===== src/rtl/ascon_pack.sv =====
// Shared types and constants for the ASCON permutation datapath and controller.
//   type_state : five 64-bit words x0..x4; x0 sits in the most significant word.
//   round_const: round constant for a given round-constant index.
//   RotA/RotB  : rotate amounts of the linear diffusion layer, per word.
//   fsm_e      : controller state encoding.
package ascon_pack;

  localparam int unsigned NumWords = 5;
  localparam int unsigned WordW    = 64;

  // Packed with ascending word index so that x0 occupies bits 319:256 and a
  // plain concatenation {x0, x1, x2, x3, x4} assigns naturally.
  typedef logic [0:NumWords-1][WordW-1:0] type_state;

  typedef enum logic [1:0] {
    StIdle,
    StRun,
    StDone
  } fsm_e;

  localparam int unsigned RotA [NumWords] = '{19, 61, 1, 10, 7};
  localparam int unsigned RotB [NumWords] = '{28, 39, 6, 17, 41};

  // c(i) = {0xF - i, i}; e.g. c(0)=0xF0, c(11)=0x4B.
  function automatic logic [7:0] round_const(input logic [3:0] idx);
    logic [3:0] hi;
    hi = 4'hF - idx;
    return {hi, idx};
  endfunction

  function automatic logic [WordW-1:0] rotr64(input logic [WordW-1:0] x,
                                              input int unsigned amt);
    return (x >> amt) | (x << (WordW - amt));
  endfunction

endpackage


===== src/rtl/ascon_diffusion.sv =====
// ASCON linear diffusion layer: xi ^= (xi >>> a_i) ^ (xi >>> b_i).
//   state_i : state before diffusion
//   state_o : state after diffusion
module ascon_diffusion
  import ascon_pack::*;
(
  input  type_state state_i,
  output type_state state_o
);

  for (genvar w = 0; w < NumWords; w++) begin : g_word
    assign state_o[w] = state_i[w] ^ rotr64(state_i[w], RotA[w]) ^ rotr64(state_i[w], RotB[w]);
  end

endmodule


===== src/rtl/ascon_round.sv =====
// One combinational ASCON round: constant addition, substitution, diffusion.
//   state_i : state entering the round
//   const_i : 8-bit round constant, XORed into x2[7:0]
//   state_o : state leaving the round
module ascon_round
  import ascon_pack::*;
(
  input  type_state  state_i,
  input  logic [7:0] const_i,
  output type_state  state_o
);

  type_state added;
  type_state subst;

  always_comb begin
    added       = state_i;
    added[2][7:0] = state_i[2][7:0] ^ const_i;
  end

  ascon_sbox_layer u_sbox (
    .state_i (added),
    .state_o (subst)
  );

  ascon_diffusion u_diff (
    .state_i (subst),
    .state_o (state_o)
  );

endmodule


===== src/rtl/ascon_sbox_layer.sv =====
// ASCON 5-bit S-box applied bitsliced across all 64 columns.
//   state_i : state before substitution
//   state_o : state after substitution
// Column j is {x0[j], x1[j], x2[j], x3[j], x4[j]} with x0 as the MSB.
module ascon_sbox_layer
  import ascon_pack::*;
(
  input  type_state state_i,
  output type_state state_o
);

  logic [WordW-1:0] x0, x1, x2, x3, x4;
  logic [WordW-1:0] t0, t1, t2, t3, t4;

  // Bitsliced form of the S-box: input and output affine layers around a
  // chi-like nonlinear core.
  always_comb begin
    x0 = state_i[0];
    x1 = state_i[1];
    x2 = state_i[2];
    x3 = state_i[3];
    x4 = state_i[4];

    x0 = x0 ^ x4;
    x4 = x4 ^ x3;
    x2 = x2 ^ x1;

    t0 = ~x0 & x1;
    t1 = ~x1 & x2;
    t2 = ~x2 & x3;
    t3 = ~x3 & x4;
    t4 = ~x4 & x0;

    x0 = x0 ^ t1;
    x1 = x1 ^ t2;
    x2 = x2 ^ t3;
    x3 = x3 ^ t4;
    x4 = x4 ^ t0;

    x1 = x1 ^ x0;
    x0 = x0 ^ x4;
    x3 = x3 ^ x2;
    x2 = ~x2;

    state_o = {x0, x1, x2, x3, x4};
  end

endmodule


===== src/rtl/ascon_permutation_ctrl.sv =====
// Sequences the ASCON permutation p^N, one round per clock.
//   clock_i  : rising-edge clock
//   reset_i  : asynchronous active-high reset
//   start_i  : permutation request, accepted when busy_o is low
//   rounds_i : N, clamped to MAX_ROUNDS, sampled with start_i
//   state_i  : input state, sampled with start_i
//   busy_o   : permutation running
//   done_o   : one-cycle pulse, state_o holds the result
//   state_o  : state register, held until the next accepted start
//   round_o  : current round-constant index
module ascon_permutation_ctrl
  import ascon_pack::*;
#(
  parameter int unsigned MAX_ROUNDS = 12
) (
  input  logic       clock_i,
  input  logic       reset_i,
  input  logic       start_i,
  input  logic [3:0] rounds_i,
  input  type_state  state_i,
  output logic       busy_o,
  output logic       done_o,
  output type_state  state_o,
  output logic [3:0] round_o
);

  localparam logic [3:0] MaxRounds = 4'(MAX_ROUNDS);
  localparam logic [3:0] LastIdx   = 4'(MAX_ROUNDS - 1);

  fsm_e       fsm_q;
  type_state  state_q;
  logic [3:0] idx_q;
  logic       busy_q;
  logic       done_q;

  logic [3:0] rounds_clamped;
  logic [3:0] start_idx;
  logic [7:0] rc;
  type_state  round_d;

  // Later-phase calls (p^8, p^6) use the tail of the constant schedule, so
  // the index starts at MAX_ROUNDS - N and always ends at MAX_ROUNDS - 1.
  always_comb begin
    rounds_clamped = (rounds_i > MaxRounds) ? MaxRounds : rounds_i;
    start_idx      = MaxRounds - rounds_clamped;
    rc             = round_const(idx_q);
  end

  ascon_round u_round (
    .state_i (state_q),
    .const_i (rc),
    .state_o (round_d)
  );

  always_ff @(posedge clock_i or posedge reset_i) begin
    if (reset_i) begin
      fsm_q   <= StIdle;
      state_q <= '0;
      idx_q   <= '0;
      busy_q  <= 1'b0;
      done_q  <= 1'b0;
    end else begin
      unique case (fsm_q)
        StIdle, StDone: begin
          // DONE accepts a start like IDLE so permutations chain without a bubble.
          if (start_i) begin
            state_q <= state_i;
            idx_q   <= start_idx;
            if (rounds_clamped == 4'd0) begin
              fsm_q  <= StDone;
              busy_q <= 1'b0;
              done_q <= 1'b1;
            end else begin
              fsm_q  <= StRun;
              busy_q <= 1'b1;
              done_q <= 1'b0;
            end
          end else begin
            fsm_q  <= StIdle;
            busy_q <= 1'b0;
            done_q <= 1'b0;
          end
        end
        StRun: begin
          state_q <= round_d;
          if (idx_q == LastIdx) begin
            fsm_q  <= StDone;
            busy_q <= 1'b0;
            done_q <= 1'b1;
          end else begin
            idx_q <= idx_q + 4'd1;
          end
        end
        default: begin
          fsm_q  <= StIdle;
          busy_q <= 1'b0;
          done_q <= 1'b0;
        end
      endcase
    end
  end

  assign busy_o  = busy_q;
  assign done_o  = done_q;
  assign state_o = state_q;
  assign round_o = idx_q;

endmodule


===== config.mk =====
export PLATFORM = sky130hd
export DESIGN_NAME = ascon_permutation_ctrl
export DESIGN_NICKNAME = d
export VERILOG_FILES = /design/src/rtl/ascon_pack.sv /design/src/rtl/ascon_diffusion.sv /design/src/rtl/ascon_round.sv /design/src/rtl/ascon_sbox_layer.sv /design/src/rtl/ascon_permutation_ctrl.sv
export SDC_FILE = /design/constraint.sdc
export NUM_CORES = 2
export LEC_CHECK = 0
export ABC_CLOCK_PERIOD_IN_PS = 27200
export BUFFER_PORTS_ARGS = -buffer_cell sky130_fd_sc_hd__buf_2
export CORE_AREA = 5 5 251 253
export CTS_CLUSTER_SIZE = 8
export DETAILED_ROUTE_END_ITERATION = 10
export DIE_AREA = 0 0 256 258
export MAX_ROUTING_LAYER = met4
export PLACE_DENSITY = 0.75
export SLEW_MARGIN = 20
export SYNTH_ARGS = -nofsm -noshare
export SYNTH_HDL_FRONTEND = slang
export SYNTH_HIERARCHICAL = 1
export SYNTH_SLANG_ARGS = --single-unit
export TNS_END_PERCENT = 100

===== constraint.sdc =====
create_clock -name clock_i -period 27.2 [get_ports clock_i]
set_input_delay 1.36 -clock clock_i [delete_from_list [all_inputs] [get_ports clock_i]]
set_output_delay 1.36 -clock clock_i [all_outputs]
set_load 0.03 [all_outputs]

==> results.rst <==
.. list-table::
   :header-rows: 1

   * - Metric
     - Value
   * - Die outline height
     - 258 µm
   * - Commonest non-fill, non-tap cells in the layout
     - sky130_fd_sc_hd__nand2_1, sky130_fd_sc_hd__buf_2, sky130_fd_sc_hd__nor2_1
   * - Post-route cell area
     - 36,000 µm²
   * - Area added between synthesis and finish
     - 16.2%
   * - Clock tree from TritonCTS
     - done
   * - Detailed-placement wirelength estimate
     - 113,000 µm
   * - Launch point of the worst hold path
     - busy_o$_DFFE_PP0P_
   * - Area used by sequential logic in the layout
     - 8180 µm²
   * - Area of the multi-input gates
     - 21,500 µm²
   * - Highest attainable clock frequency
     - 301 MHz
   * - Std-Cell Core Area
     - 60,800 µm²
   * - Clock-pin slew reported for the worst setup and hold paths after clock tree synthesis
     - 0.06 ns
   * - Post-synthesis register bit count
     - 327
   * - Total die area
     - 66,000 µm²
   * - Max transition margin
     - 15.0%
   * - Post-CTS repair timing setup buffer count
     - 0
   * - IO buf count
     - 652
   * - Aggregate negative setup slack
     - 0 ns
   * - Width of the die
     - 256 µm
   * - Total iterations of the first detailed-routing run
     - 8
   * - Resize count post-CTS
     - 0
   * - Cell Area, Synth
     - 31,000 µm²
   * - Share of layout cells above drive strength 1
     - 19.4%
   * - Reg-to-reg startpoint
     - round_o[3]$_DFFE_PP0P_
   * - Wire length of the first global-routing pass
     - 195,000 µm
   * - Final setup violation count
     - 0
   * - Residual DRC count
     - 0
   * - All-layer global routing usage
     - 42.0%
   * - Insertion delay of the later-clocked pin in the worst-skew pair
     - 0.60 ns
   * - Deepest clock path buffer count
     - 3
   * - Area after DPL
     - 34,700 µm²
   * - Crit path kind
     - flop to flop
   * - Run status
     - finished clean
   * - Number of I/O pins
     - 653
   * - Hold Path Class
     - flop to flop
   * - Hold bufs inserted after CTS
     - 0
   * - Via count of the first global-routing pass
     - 26,500
   * - Placement Rows
     - 91
   * - Number of vias per cell after detailed routing
     - 6.01
   * - Post-layout nets
     - 4,348
   * - Unrepaired setup endpoints after global routing
     - false
   * - Count of nets left with antenna violations after detail routing
     - 0
   * - Final number of max-transition violations
     - 0
   * - Count of H-tree levels built during CTS
     - 2
   * - Violation count after the first detailed-route iteration
     - 3,675
   * - Worst Hold Path Cells
     - 2
   * - Maximum number of pins on one net before global-route repair
     - 225
   * - Last weighted congestion value of the routability-driven placer
     - 1.08
   * - Arrival @ worst endpoint
     - 3.75 ns
   * - Required time at the worst-slack endpoint
     - 27.62 ns
   * - Worst clock skew on the final layout
     - 0.0267 ns
   * - Number of distinct library cells after synthesis
     - 30
   * - R2R Setup Slk
     - 23.87 ns
   * - Sinks on the clock net
     - 327
   * - Final WL
     - 140,000 µm
   * - Clock buffer count from CTS
     - 47
   * - Transition at the pin with the smallest max-transition slack
     - 1.27 ns
   * - Final hold vios
     - 0
   * - Synthesized area per cell
     - 9.34 µm²
   * - Launching element type of the critical path
     - flop
   * - Critical path capture point type
     - flop
   * - Highest net fanout along the worst path
     - 6
   * - Final critical path time including I/O delays and setup
     - 3.33 ns
   * - Layout fillers
     - 5,362
   * - Endpoint of the worst-slack reg-to-reg timing path
     - state_o[121]$_DFFE_PP0P_
   * - Leading cell type in the layout, fill and taps excluded
     - sky130_fd_sc_hd__nand2_1
   * - Count of yosys warnings during synthesis
     - 6
   * - Overflow after GRT
     - 0
   * - Final Non-Filler Cells
     - 4,694
   * - Worst-case hold path end point
     - busy_o$_DFFE_PP0P_
   * - Wirelength per Cell
     - 29.9 µm
   * - Final period utilization
     - 12.2%
   * - Starting utilization of the core area
     - 51.0%
   * - Antenna violations before repair
     - 3
   * - Root buffer cell
     - sky130_fd_sc_hd__clkbuf_16
   * - Sequential fraction of the synthesis area
     - 26.4%
   * - Max-cap violations
     - 0
   * - R2R cell count
     - 7
   * - Vias after detailed routing
     - 28,200
   * - Synthesized instance count
     - 3,318
   * - Placed instance count
     - 4,632
   * - Net count of the mapped netlist
     - 3,775
synth_stat cells:
cell / count / area, µm²
sky130_fd_sc_hd__xor3_1: 293 / 6970
sky130_fd_sc_hd__o22ai_1: 1 / 6.26
sky130_fd_sc_hd__o21ai_0: 67 / 335
sky130_fd_sc_hd__ha_1: 130 / 1630
sky130_fd_sc_hd__a31oi_1: 321 / 2010
sky130_fd_sc_hd__o21bai_1: 1 / 7.51
sky130_fd_sc_hd__and2_1: 1 / 6.26
sky130_fd_sc_hd__mux2i_1: 2 / 20.0
sky130_fd_sc_hd__buf_6: 1 / 11.3
sky130_fd_sc_hd__inv_1: 156 / 586
sky130_fd_sc_hd__a21oi_1: 46 / 230
sky130_fd_sc_hd__a211o_1: 1 / 8.76
sky130_fd_sc_hd__buf_4: 8 / 60.1
sky130_fd_sc_hd__a311oi_1: 1 / 8.76
sky130_fd_sc_hd__buf_2: 109 / 546
sky130_fd_sc_hd__nand2b_1: 2 / 12.5
sky130_fd_sc_hd__nand3b_1: 1 / 7.51
sky130_fd_sc_hd__xor2_1: 202 / 1770
sky130_fd_sc_hd__xnor2_1: 319 / 2790
sky130_fd_sc_hd__xor3_4: 27 / 743
sky130_fd_sc_hd__maj3_1: 23 / 230
sky130_fd_sc_hd__nand3_1: 1 / 5.00
sky130_fd_sc_hd__clkbuf_2: 1 / 5.00
sky130_fd_sc_hd__nand2_1: 876 / 3290
sky130_fd_sc_hd__nor2b_1: 2 / 12.5
sky130_fd_sc_hd__dfrtp_1: 327 / 8180
sky130_fd_sc_hd__clkbuf_1: 30 / 113
sky130_fd_sc_hd__nor3b_1: 1 / 7.51
sky130_fd_sc_hd__nor2_1: 367 / 1380
sky130_fd_sc_hd__nor3_1: 1 / 5.00
area by class of cell:
cell class	count	area share [%]
clock buffers	53	3.33
repair buffers	673	9.66
flip-flops and latches	327	22.7
diodes	5	0.0348
multi-input cells	2686	59.8
inverters	156	1.65
well taps	790	2.75
clock inverters	4	0.0869
routing by layer:
layer,track usage [%],routed length (µm),vias to the layer above
met3,8.65,15300,387
met4,19.6,8450,0
li1,-,-,12100
met2,64.9,64000,1958
met5,-,0,-
met1,53.7,52600,13700
worst max-delay path, stage by stage, from the launching register on:
cell and delay, ns:
sky130_fd_sc_hd__dfrtp_1 0.45, sky130_fd_sc_hd__xor2_1 0.43, sky130_fd_sc_hd__ha_1 0.32, sky130_fd_sc_hd__xor2_1 0.76
sky130_fd_sc_hd__xnor2_1 0.38, sky130_fd_sc_hd__xor3_1 0.54, sky130_fd_sc_hd__nor2_1 0.21, sky130_fd_sc_hd__a31oi_1 0.07
registers in the layout, indices dropped and copies added, names as in the netlist:
register / flops
round_o: 4
fsm_q: 2
busy_o: 1
state_o: 320
per-stage QoR:
step / utilization, % / setup slack, ns / hold slack (ns)
6_report: 59.2 / 23.87 / 0.482
5_1_grt: 59.2 / 23.77 / 0.548
4_1_cts: 59.2 / 23.96 / 0.486
3_5_place_dp: 57.1 / 23.39 / 0.475
3_3_place_gp: 57.1 / 23.46 / 0.464
2_1_floorplan: - / 16.79 / 0.551
kinds of logic (layout without fill, tap and decap cells):
kind of cell / after synthesis / in the layout / share of synthesized area [%]
AOI/OAI and AO/OA: 438 / 438 / 8.41
xor gates and xnor gates: 841 / 841 / 39.6
adders and majority gates: 153 / 153 / 5.99
buffers and inverters: 305 / 886 / 4.26
DFF: 327 / 327 / 26.4
muxes: 2 / 2 / 0.0646
other: 0 / 5 / 0
and+or+nand+nor: 1252 / 1252 / 15.2
worst max path at each step:
stage | slack [ns] | startpoint | to
after global placement | 23.46 | start_i | state_o[319]$_DFFE_PP0P_
final | 23.87 | round_o[3]$_DFFE_PP0P_ | state_o[121]$_DFFE_PP0P_
after CTS | 23.96 | fsm_q[0]$_DFFE_PP0P_ | state_o[192]$_DFFE_PP0P_
after floorplan | 16.79 | reset_i | busy_o$_DFFE_PP0P_
after detailed placement | 23.39 | start_i | state_o[149]$_DFFE_PP0P_
after global routing | 23.77 | start_i | state_o[39]$_DFFE_PP0P_
Power is not shown: default switching activity piles up to over one toggle a cycle in this logic, so the estimate is an artifact.
